--- src/rtl/uart_rx_oversampled.sv ---
// Oversampling UART receiver: start/data/even-parity/stop framing, mid-bit sampling,
// single-entry output register with valid/ready handshake, error and sticky overrun flags.
module uart_rx_oversampled #(
    parameter int unsigned CLKS_PER_BIT = 16,
    parameter int unsigned DATA_BITS    = 8,
    parameter int unsigned PARITY_EN    = 1
) (
    input  logic                 clk,
    input  logic                 rst,
    input  logic                 rx_in,
    output logic [DATA_BITS-1:0] data_out,
    output logic                 data_valid,
    input  logic                 data_ready,
    output logic                 parity_err,
    output logic                 frame_err,
    output logic                 overrun,
    output logic                 busy
);

    localparam int unsigned CNT_W = $clog2(CLKS_PER_BIT);
    localparam int unsigned IDX_W = $clog2(DATA_BITS);
    localparam logic [CNT_W-1:0] CNT_LAST = CNT_W'(CLKS_PER_BIT - 1);
    localparam logic [CNT_W-1:0] CNT_HALF = CNT_W'(CLKS_PER_BIT / 2 - 1);
    localparam logic [IDX_W-1:0] IDX_LAST = IDX_W'(DATA_BITS - 1);

    typedef enum logic [2:0] {
        S_IDLE,
        S_START,
        S_DATA,
        S_PARITY,
        S_STOP
    } state_e;

    state_e               state_q, state_d;
    logic [1:0]           sync_q;
    logic                 prev_q;
    logic [CNT_W-1:0]     cnt_q, cnt_d;
    logic [IDX_W-1:0]     idx_q, idx_d;
    logic [DATA_BITS-1:0] shreg_q, shreg_d;
    logic                 perr_q, perr_d;
    logic [DATA_BITS-1:0] dout_q, dout_d;
    logic                 dv_q, dv_d;
    logic                 pe_q, pe_d;
    logic                 fe_q, fe_d;
    logic                 ov_q, ov_d;
    logic                 busy_q, busy_d;
    logic                 rx_s;
    logic                 frame_done_c;
    logic                 accept_c;

    assign rx_s = sync_q[1];

    // Registers: synchroniser, previous sample, FSM and output holding register.
    always_ff @(posedge clk or posedge rst) begin
        if (rst) begin
            sync_q  <= 2'b11;
            prev_q  <= 1'b1;
            state_q <= S_IDLE;
            cnt_q   <= '0;
            idx_q   <= '0;
            shreg_q <= '0;
            perr_q  <= 1'b0;
            dout_q  <= '0;
            dv_q    <= 1'b0;
            pe_q    <= 1'b0;
            fe_q    <= 1'b0;
            ov_q    <= 1'b0;
            busy_q  <= 1'b0;
        end else begin
            sync_q  <= {sync_q[0], rx_in};
            prev_q  <= rx_s;
            state_q <= state_d;
            cnt_q   <= cnt_d;
            idx_q   <= idx_d;
            shreg_q <= shreg_d;
            perr_q  <= perr_d;
            dout_q  <= dout_d;
            dv_q    <= dv_d;
            pe_q    <= pe_d;
            fe_q    <= fe_d;
            ov_q    <= ov_d;
            busy_q  <= busy_d;
        end
    end

    // Next-state, bit sampling and delivery logic.
    always_comb begin
        state_d      = state_q;
        cnt_d        = cnt_q + CNT_W'(1);
        idx_d        = idx_q;
        shreg_d      = shreg_q;
        perr_d       = perr_q;
        frame_done_c = 1'b0;
        dout_d       = dout_q;
        dv_d         = dv_q;
        pe_d         = pe_q;
        fe_d         = fe_q;
        ov_d         = ov_q;

        case (state_q)
            S_IDLE: begin
                cnt_d = '0;
                // Only a high-to-low transition starts a frame, so a held break is ignored.
                if (prev_q && !rx_s) begin
                    state_d = S_START;
                end
            end
            S_START: begin
                if (cnt_q == CNT_HALF) begin
                    cnt_d   = '0;
                    idx_d   = '0;
                    perr_d  = 1'b0;
                    state_d = rx_s ? S_IDLE : S_DATA;
                end
            end
            S_DATA: begin
                if (cnt_q == CNT_LAST) begin
                    cnt_d   = '0;
                    shreg_d = {rx_s, shreg_q[DATA_BITS-1:1]};
                    idx_d   = idx_q + IDX_W'(1);
                    if (idx_q == IDX_LAST) begin
                        state_d = (PARITY_EN != 0) ? S_PARITY : S_STOP;
                    end
                end
            end
            S_PARITY: begin
                if (cnt_q == CNT_LAST) begin
                    cnt_d   = '0;
                    perr_d  = (^shreg_q) ^ rx_s;
                    state_d = S_STOP;
                end
            end
            S_STOP: begin
                if (cnt_q == CNT_LAST) begin
                    cnt_d        = '0;
                    frame_done_c = 1'b1;
                    state_d      = S_IDLE;
                end
            end
            default: begin
                cnt_d   = '0;
                state_d = S_IDLE;
            end
        endcase

        accept_c = dv_q && data_ready;
        if (accept_c) begin
            dv_d = 1'b0;
            ov_d = 1'b0;
        end
        // A finished frame loads only if the register is empty or being drained this cycle.
        if (frame_done_c) begin
            if (!dv_q || accept_c) begin
                dout_d = shreg_q;
                pe_d   = perr_q;
                fe_d   = ~rx_s;
                dv_d   = 1'b1;
            end else begin
                ov_d = 1'b1;
            end
        end

        busy_d = (state_d != S_IDLE);
    end

    assign data_out   = dout_q;
    assign data_valid = dv_q;
    assign parity_err = pe_q;
    assign frame_err  = fe_q;
    assign overrun    = ov_q;
    assign busy       = busy_q;

endmodule

--- config.mk ---
export PLATFORM = sky130hd
export DESIGN_NAME = uart_rx_oversampled
export DESIGN_NICKNAME = d
export VERILOG_FILES = /design/src/rtl/uart_rx_oversampled.sv
export SDC_FILE = /design/constraint.sdc
export NUM_CORES = 1
export LEC_CHECK = 0
export CAP_MARGIN = 20
export CORE_MARGIN = 2
export CORE_UTILIZATION = 55
export CTS_CLUSTER_DIAMETER = 40
export DETAILED_ROUTE_END_ITERATION = 8
export PLACE_DENSITY = 0.77
export SLEW_MARGIN = 10
export SYNTH_ARGS = -nofsm -noshare
export SYNTH_HDL_FRONTEND = slang
export SYNTH_SLANG_ARGS = --single-unit
--- constraint.sdc ---
create_clock -name clk -period 3.3 [get_ports clk]
set_input_delay 0.33 -clock clk [delete_from_list [all_inputs] [get_ports clk]]
set_output_delay 0.33 -clock clk [all_outputs]
set_load 0.02 [all_outputs]
==> After elaboration in Yosys (flattened, before gate mapping) <==
Cells that the tools add are included.
Widths: inputs -> output; s select.
{ "word_totals": {"reg_bits": 35, "elab_cells": 67} }
{ "classes": {"add_sub_neg": 2, "eq_ne": 10, "muxes": 25, "bitwise": 2, "n_reduce_logical": 15} }
{ "op_table": {"columns": ["cell", "count"], "rows": [
  ["$mux 3", 8],
  ["$pmux 3 s5", 1],
  ["$mux 1", 10],
  ["$mux 4", 2],
  ["$pmux 4 s2", 1],
  ["$reduce_xor 8->1", 1],
  ["$eq 3x2->1 const B", 2],
  ["$eq 3x3->1 const B", 2],
  ["$ne 2x2->1 const B", 3],
  ["$pmux 3 s2", 1],
  ["$reduce_and 3->1", 2],
  ["$add 4x1->4 const B", 1],
  ["$eq 4x3->1 const B", 1],
  ["$eq 4x4->1 const B", 1],
  ["$reduce_and 2->1", 2],
  ["$reduce_bool 2->1", 2],
  ["$add 3x1->3 const B", 1],
  ["$eq 3x1->1 const B", 1],
  ["$logic_not 3->1", 1],
  ["$reduce_bool 3->1", 1],
  ["$reduce_or 3->1", 1],
  ["$logic_and 1x1->1", 2],
  ["$logic_not 1->1", 2],
  ["$mux 2", 1],
  ["other kinds (4)", 4]
]} }

==> Depth between registers and ports, before layout <==
{ "depth": {"ltp_word": 5, "ltp_mapped": 6} }

==> Least setup slack after synthesis <==
Ideal clock, no wire load.
{ "synth_path": {"path_type": "reg2reg", "start": "reg cnt_q[0]", "end": "reg busy_q, in the netlist busy", "setup_time_ns": 0.139, "t_arrival_ns": 1.638, "path_slack_ns": 1.523, "stages_incl_launch_ff": 7, "n_path_buf": 1, "period_less_slack_ns": 1.777, "path_cell_list": "dfrtp_1 ha_1 and2_1 buf_2 nand4_4 o211ai_2 or4_1"} }
{ "synth_via": {"elab_chain_len": 4, "word_cells_on_any_way": 8} }
{ "synth_rtl": {"columns": ["item", "line_no", "source"], "rows": [
  ["from (decl)", "37", "logic [CNT_W-1:0] cnt_q, cnt_d;"],
  ["from (signal assigned)", "73", "cnt_q <= cnt_d;"],
  ["$eq 4x4->1 / $eq 4x3->1 (equally long branches)", null, null],
  ["$mux 3 (on tied branches)", null, null],
  ["$pmux 3 s5 (*)", "100", "case (state_q)"],
  ["net state_d[0]", "34", "state_e state_q, state_d;"],
  ["$reduce_bool 3->1 (*)", "163", "busy_d = (state_d != S_IDLE);"],
  ["net busy_d", "46", "logic busy_q, busy_d;"],
  ["to (signal assigned)", "82", "busy_q <= busy_d;"],
  ["to (decl)", "46", null]
]} }
Mark *: on every way through the listed nets, which the timed path passes. The rest lies on a longest branch.
A chain may end at the register's enable or synchronous reset.

==> Worst setup path in the final report <==
{ "layout_path": {"start": "reg cnt_q[3]", "end": "reg dout_q[3], in the netlist data_out[3]"} }
{ "layout_via": {"elab_chain_len": 4} }
{ "layout_rtl": {"columns": ["item", "line_no", "source"], "rows": [
  ["$eq 4x4->1", "134", "if (cnt_q == CNT_LAST) begin"],
  ["$mux 1", "134", null],
  ["$mux 1", "100", null],
  ["$reduce_and 2->1 (no line)", null, null],
  ["to (signal assigned)", "77", "dout_q <= dout_d;"],
  ["to (decl)", "41", "logic [DATA_BITS-1:0] dout_q, dout_d;"]
]} }
Every way passes these cells.

==> qor.json <==
{
  "synth.lib_cells_used.distinct": 38,
  "holdCritPathClass": "flop to flop",
  "finalWorstPathRequiredPeriod_ps": 1890,
  "fin_worst_skew_ps": 9.58,
  "initial_core_util": 0.565,
  "worst_hold_check_slack_ps": 365,
  "arrival_ps": 2120,
  "seq_power_share": 0.552,
  "combPwrFrac": 0.221,
  "num_rows": 20,
  "fmax_ghz": 0.529,
  "num_antenna_cells": 0,
  "leading_cell_type_in_the_layout_fill_and_taps_excluded": "sky130_fd_sc_hd__dfrtp_1",
  "detail_route.drc_violations": 0,
  "remaining_number_of_nets_flagged_by_the_antenna_check_after_routing": 0,
  "regArea_um2": 880,
  "die_area_um2": 3520,
  "areaGrowthSynthToFinish_pct": 13.2,
  "die_x_um": 59.3,
  "cts_made_buffers": 5,
  "maxSlewViolCount": 0,
  "synth.ff_latch_count": 35,
  "max-clock-path-buffers": 2,
  "footprint_of_the_multi_input_gates_um2": 728,
  "place.port_buffers": 16,
  "worst_pin_slew_ps": 521,
  "worst_ir_drop_vdd_mv": 0.258,
  "static-leakage-power_nw": 0.896,
  "cts-hold-fix-buffers": 0,
  "vias_per_cell": 5.54,
  "switching_share": 0.338,
  "tritoncts": "yes",
  "grt_setup_unrepaired": "no",
  "number_of_vias_after_detailed_routing": 1030,
  "final_cell_mix": "sky130_fd_sc_hd__dfrtp_1, sky130_fd_sc_hd__clkdlybuf4s50_1, sky130_fd_sc_hd__nor2_1",
  "final-setup-viol-count": 0,
  "design.core.area_um2": 2980,
  "first_global_vias": 1047,
  "gp_congestion": 0.765,
  "worstSetupStartpointType": "flop",
  "instance_count_along_the_most_critical_hold_path": 0,
  "finalWirelength_mm": 2.72,
  "worst-path-max-fanout": 12,
  "nets": 159,
  "critPathRequiredTime_ps": 3530,
  "run_status": "complete, no violations",
  "fill_cells": 217,
  "synth-edff-count": 0,
  "worstSetupEndpointType": "flop",
  "ios": 17,
  "cts_resized": 0,
  "power_density_nw_per_um2": 521,
  "average_cell_area_after_synthesis_um2": 12.7,
  "power_switching_w": 0.000335,
  "synth_seq_area_share": 0.523,
  "final_hold_viol_count": 0,
  "clock-sinks": 35,
  "postCtsSetupRepairBufs": 0,
  "slew_headroom": 0.653,
  "routedWlPerCell_um": 14.6,
  "dr.pass1.iters": 4,
  "antenna_found_initial": 0,
  "yosysWarningCount": 0,
  "worst_r2r_path_depth": 4,
  "dp.final_hpwl_mm": 1.89,
  "fp.dieH_um": 59.3,
  "drt_first_iter_violations": 43,
  "synth_area_um2": 1680,
  "clkTransAtPathRegs_ps": 100,
  "htree_levels": 2,
  "grt_util_all_layers": 0.184,
  "setup.worst_path.class": "flop to flop",
  "min_period_over_period": 0.572,
  "final_layout_size_suffix_gt1_frac": 0.242,
  "clockRootBuffer": "sky130_fd_sc_hd__clkbuf_4",
  "grt_first_pass_wirelength_mm": 4.66,
  "yosys_most_used_dff": "sky130_fd_sc_hd__dfrtp_1",
  "grt_start_max_net_pins": 36,
  "power_report.internal_total_w": 0.000658,
  "clk-insertion-delay-late_ps": 350,
  "drv.max_cap_violation_count": 0,
  "power.share.clock": 0.227,
  "totalNegativeSetupSlack_ps": 0,
  "grt_overflow_total": 0,
  "postSynthNetCount": 140,
  "post_synth_inst_count": 133,
  "asyncSetResetFlopFracSynth": 1.00
}
-- cells by family after synthesis --
logic type / after synthesis / synth area share
AOI/OAI and AO/OA: 20 / 0.0900
adders and majority gates: 3 / 0.0223
DFF: 35 / 0.523
buffers and inverters: 15 / 0.0446
muxes: 19 / 0.146
and+or+nand+nor: 32 / 0.115
xor gates and xnor gates: 9 / 0.0595
-- metal layers --
| metal | part of all wire | wire length, um | track usage |
|---|---|---|---|
| met1 | 0.45 | 1230 | 0.230 |
| met2 | 0.49 | 1340 | 0.289 |
| met3 | 0.039 | 107 | 0.0721 |
| met4 | 0.012 | 32 | 0.0682 |
| met5 | 0 | 0 | 0 |
-- power groups by stage --
stage	Sequential (W)	Combinational [W]	Clock, W
2_1_floorplan	0.000520	0.000218	0
3_3_place_gp	0.000553	0.000218	0
3_5_place_dp	0.000556	0.000221	0
4_1_cts	0.000548	0.000222	0.000232
5_1_grt	0.000556	0.000255	0.000249
6_report	0.000548	0.000220	0.000225
-- area by class of cell --
cell class / instances / share of cell area
Timing Repair Buffer: 17 / 0.0880
Inverter: 10 / 0.0197
Clock inverter: 1 / 0.00263
Sequential cell: 35 / 0.462
Tap cell: 33 / 0.0217
Clock buffer: 7 / 0.0237
Multi-Input combinational cell: 83 / 0.382
-- critical path, stage by stage (launching register included) --
cell	delay, ps
sky130_fd_sc_hd__dfrtp_1	620
sky130_fd_sc_hd__and3_1	310
sky130_fd_sc_hd__nand2_2	100
sky130_fd_sc_hd__a21oi_4	410
sky130_fd_sc_hd__mux2_4	340
-- worst paths after layout --
| check | from | end | slack, ps |
|---|---|---|---|
| worst max-delay path | cnt_q[3]$_DFF_PP0_ | data_out[3]$_DFFE_PP0P_ | 1410 |
| worst max register to register | cnt_q[3]$_DFF_PP0_ | data_out[3]$_DFFE_PP0P_ | 1410 |
| worst min register to register | sync_q[0]$_DFF_PP1_ | sync_q[1]$_DFF_PP1_ | 360 |
| min in group asynchronous | rst | state_q[0]$_DFF_PP0_ | 370 |
| max in group asynchronous | rst | sync_q[1]$_DFF_PP1_ | 2600 |
| worst min-delay path | sync_q[0]$_DFF_PP1_ | sync_q[1]$_DFF_PP1_ | 360 |
-- flip-flops by register name, summed over array words and instances (netlist names) --
register,cells
data_out,8
shreg_q,8
cnt_q,4
idx_q,3
state_q,3
sync_q,2
busy,1
data_valid,1
frame_err,1
overrun,1
parity_err,1
perr_q,1
prev_q,1
-- synthesized netlist by cell type (3+ instances only) --
cell type	instances	area (um2)
sky130_fd_sc_hd__dfrtp_1	32	801
sky130_fd_sc_hd__nor2_1	12	45.0
sky130_fd_sc_hd__inv_1	10	37.5
sky130_fd_sc_hd__mux2_4	9	135
sky130_fd_sc_hd__mux2_2	8	90.1
sky130_fd_sc_hd__o21ai_0	5	25.0
sky130_fd_sc_hd__xnor2_1	5	43.8
sky130_fd_sc_hd__nand3_1	4	20.0
sky130_fd_sc_hd__a21oi_1	3	15.0
sky130_fd_sc_hd__buf_2	3	15.0
sky130_fd_sc_hd__dfstp_2	3	78.8
sky130_fd_sc_hd__ha_1	3	37.5
-- through the flow --
stage / utilization / power, W / worst slack, ps / area [um2] / cells
floorplan: - / 0.000738 / 1520 / 1680 / 133
global placement: 0.623 / 0.000771 / 1430 / 1850 / 178
detailed placement: 0.623 / 0.000777 / 1420 / 1850 / 178
CTS: 0.639 / 0.00100 / 1390 / 1900 / 186
global route: 0.639 / 0.00106 / 1310 / 1900 / 186
finish: 0.639 / 0.000993 / 1410 / 1900 / 186
Power figures use the tool's default switching activity.
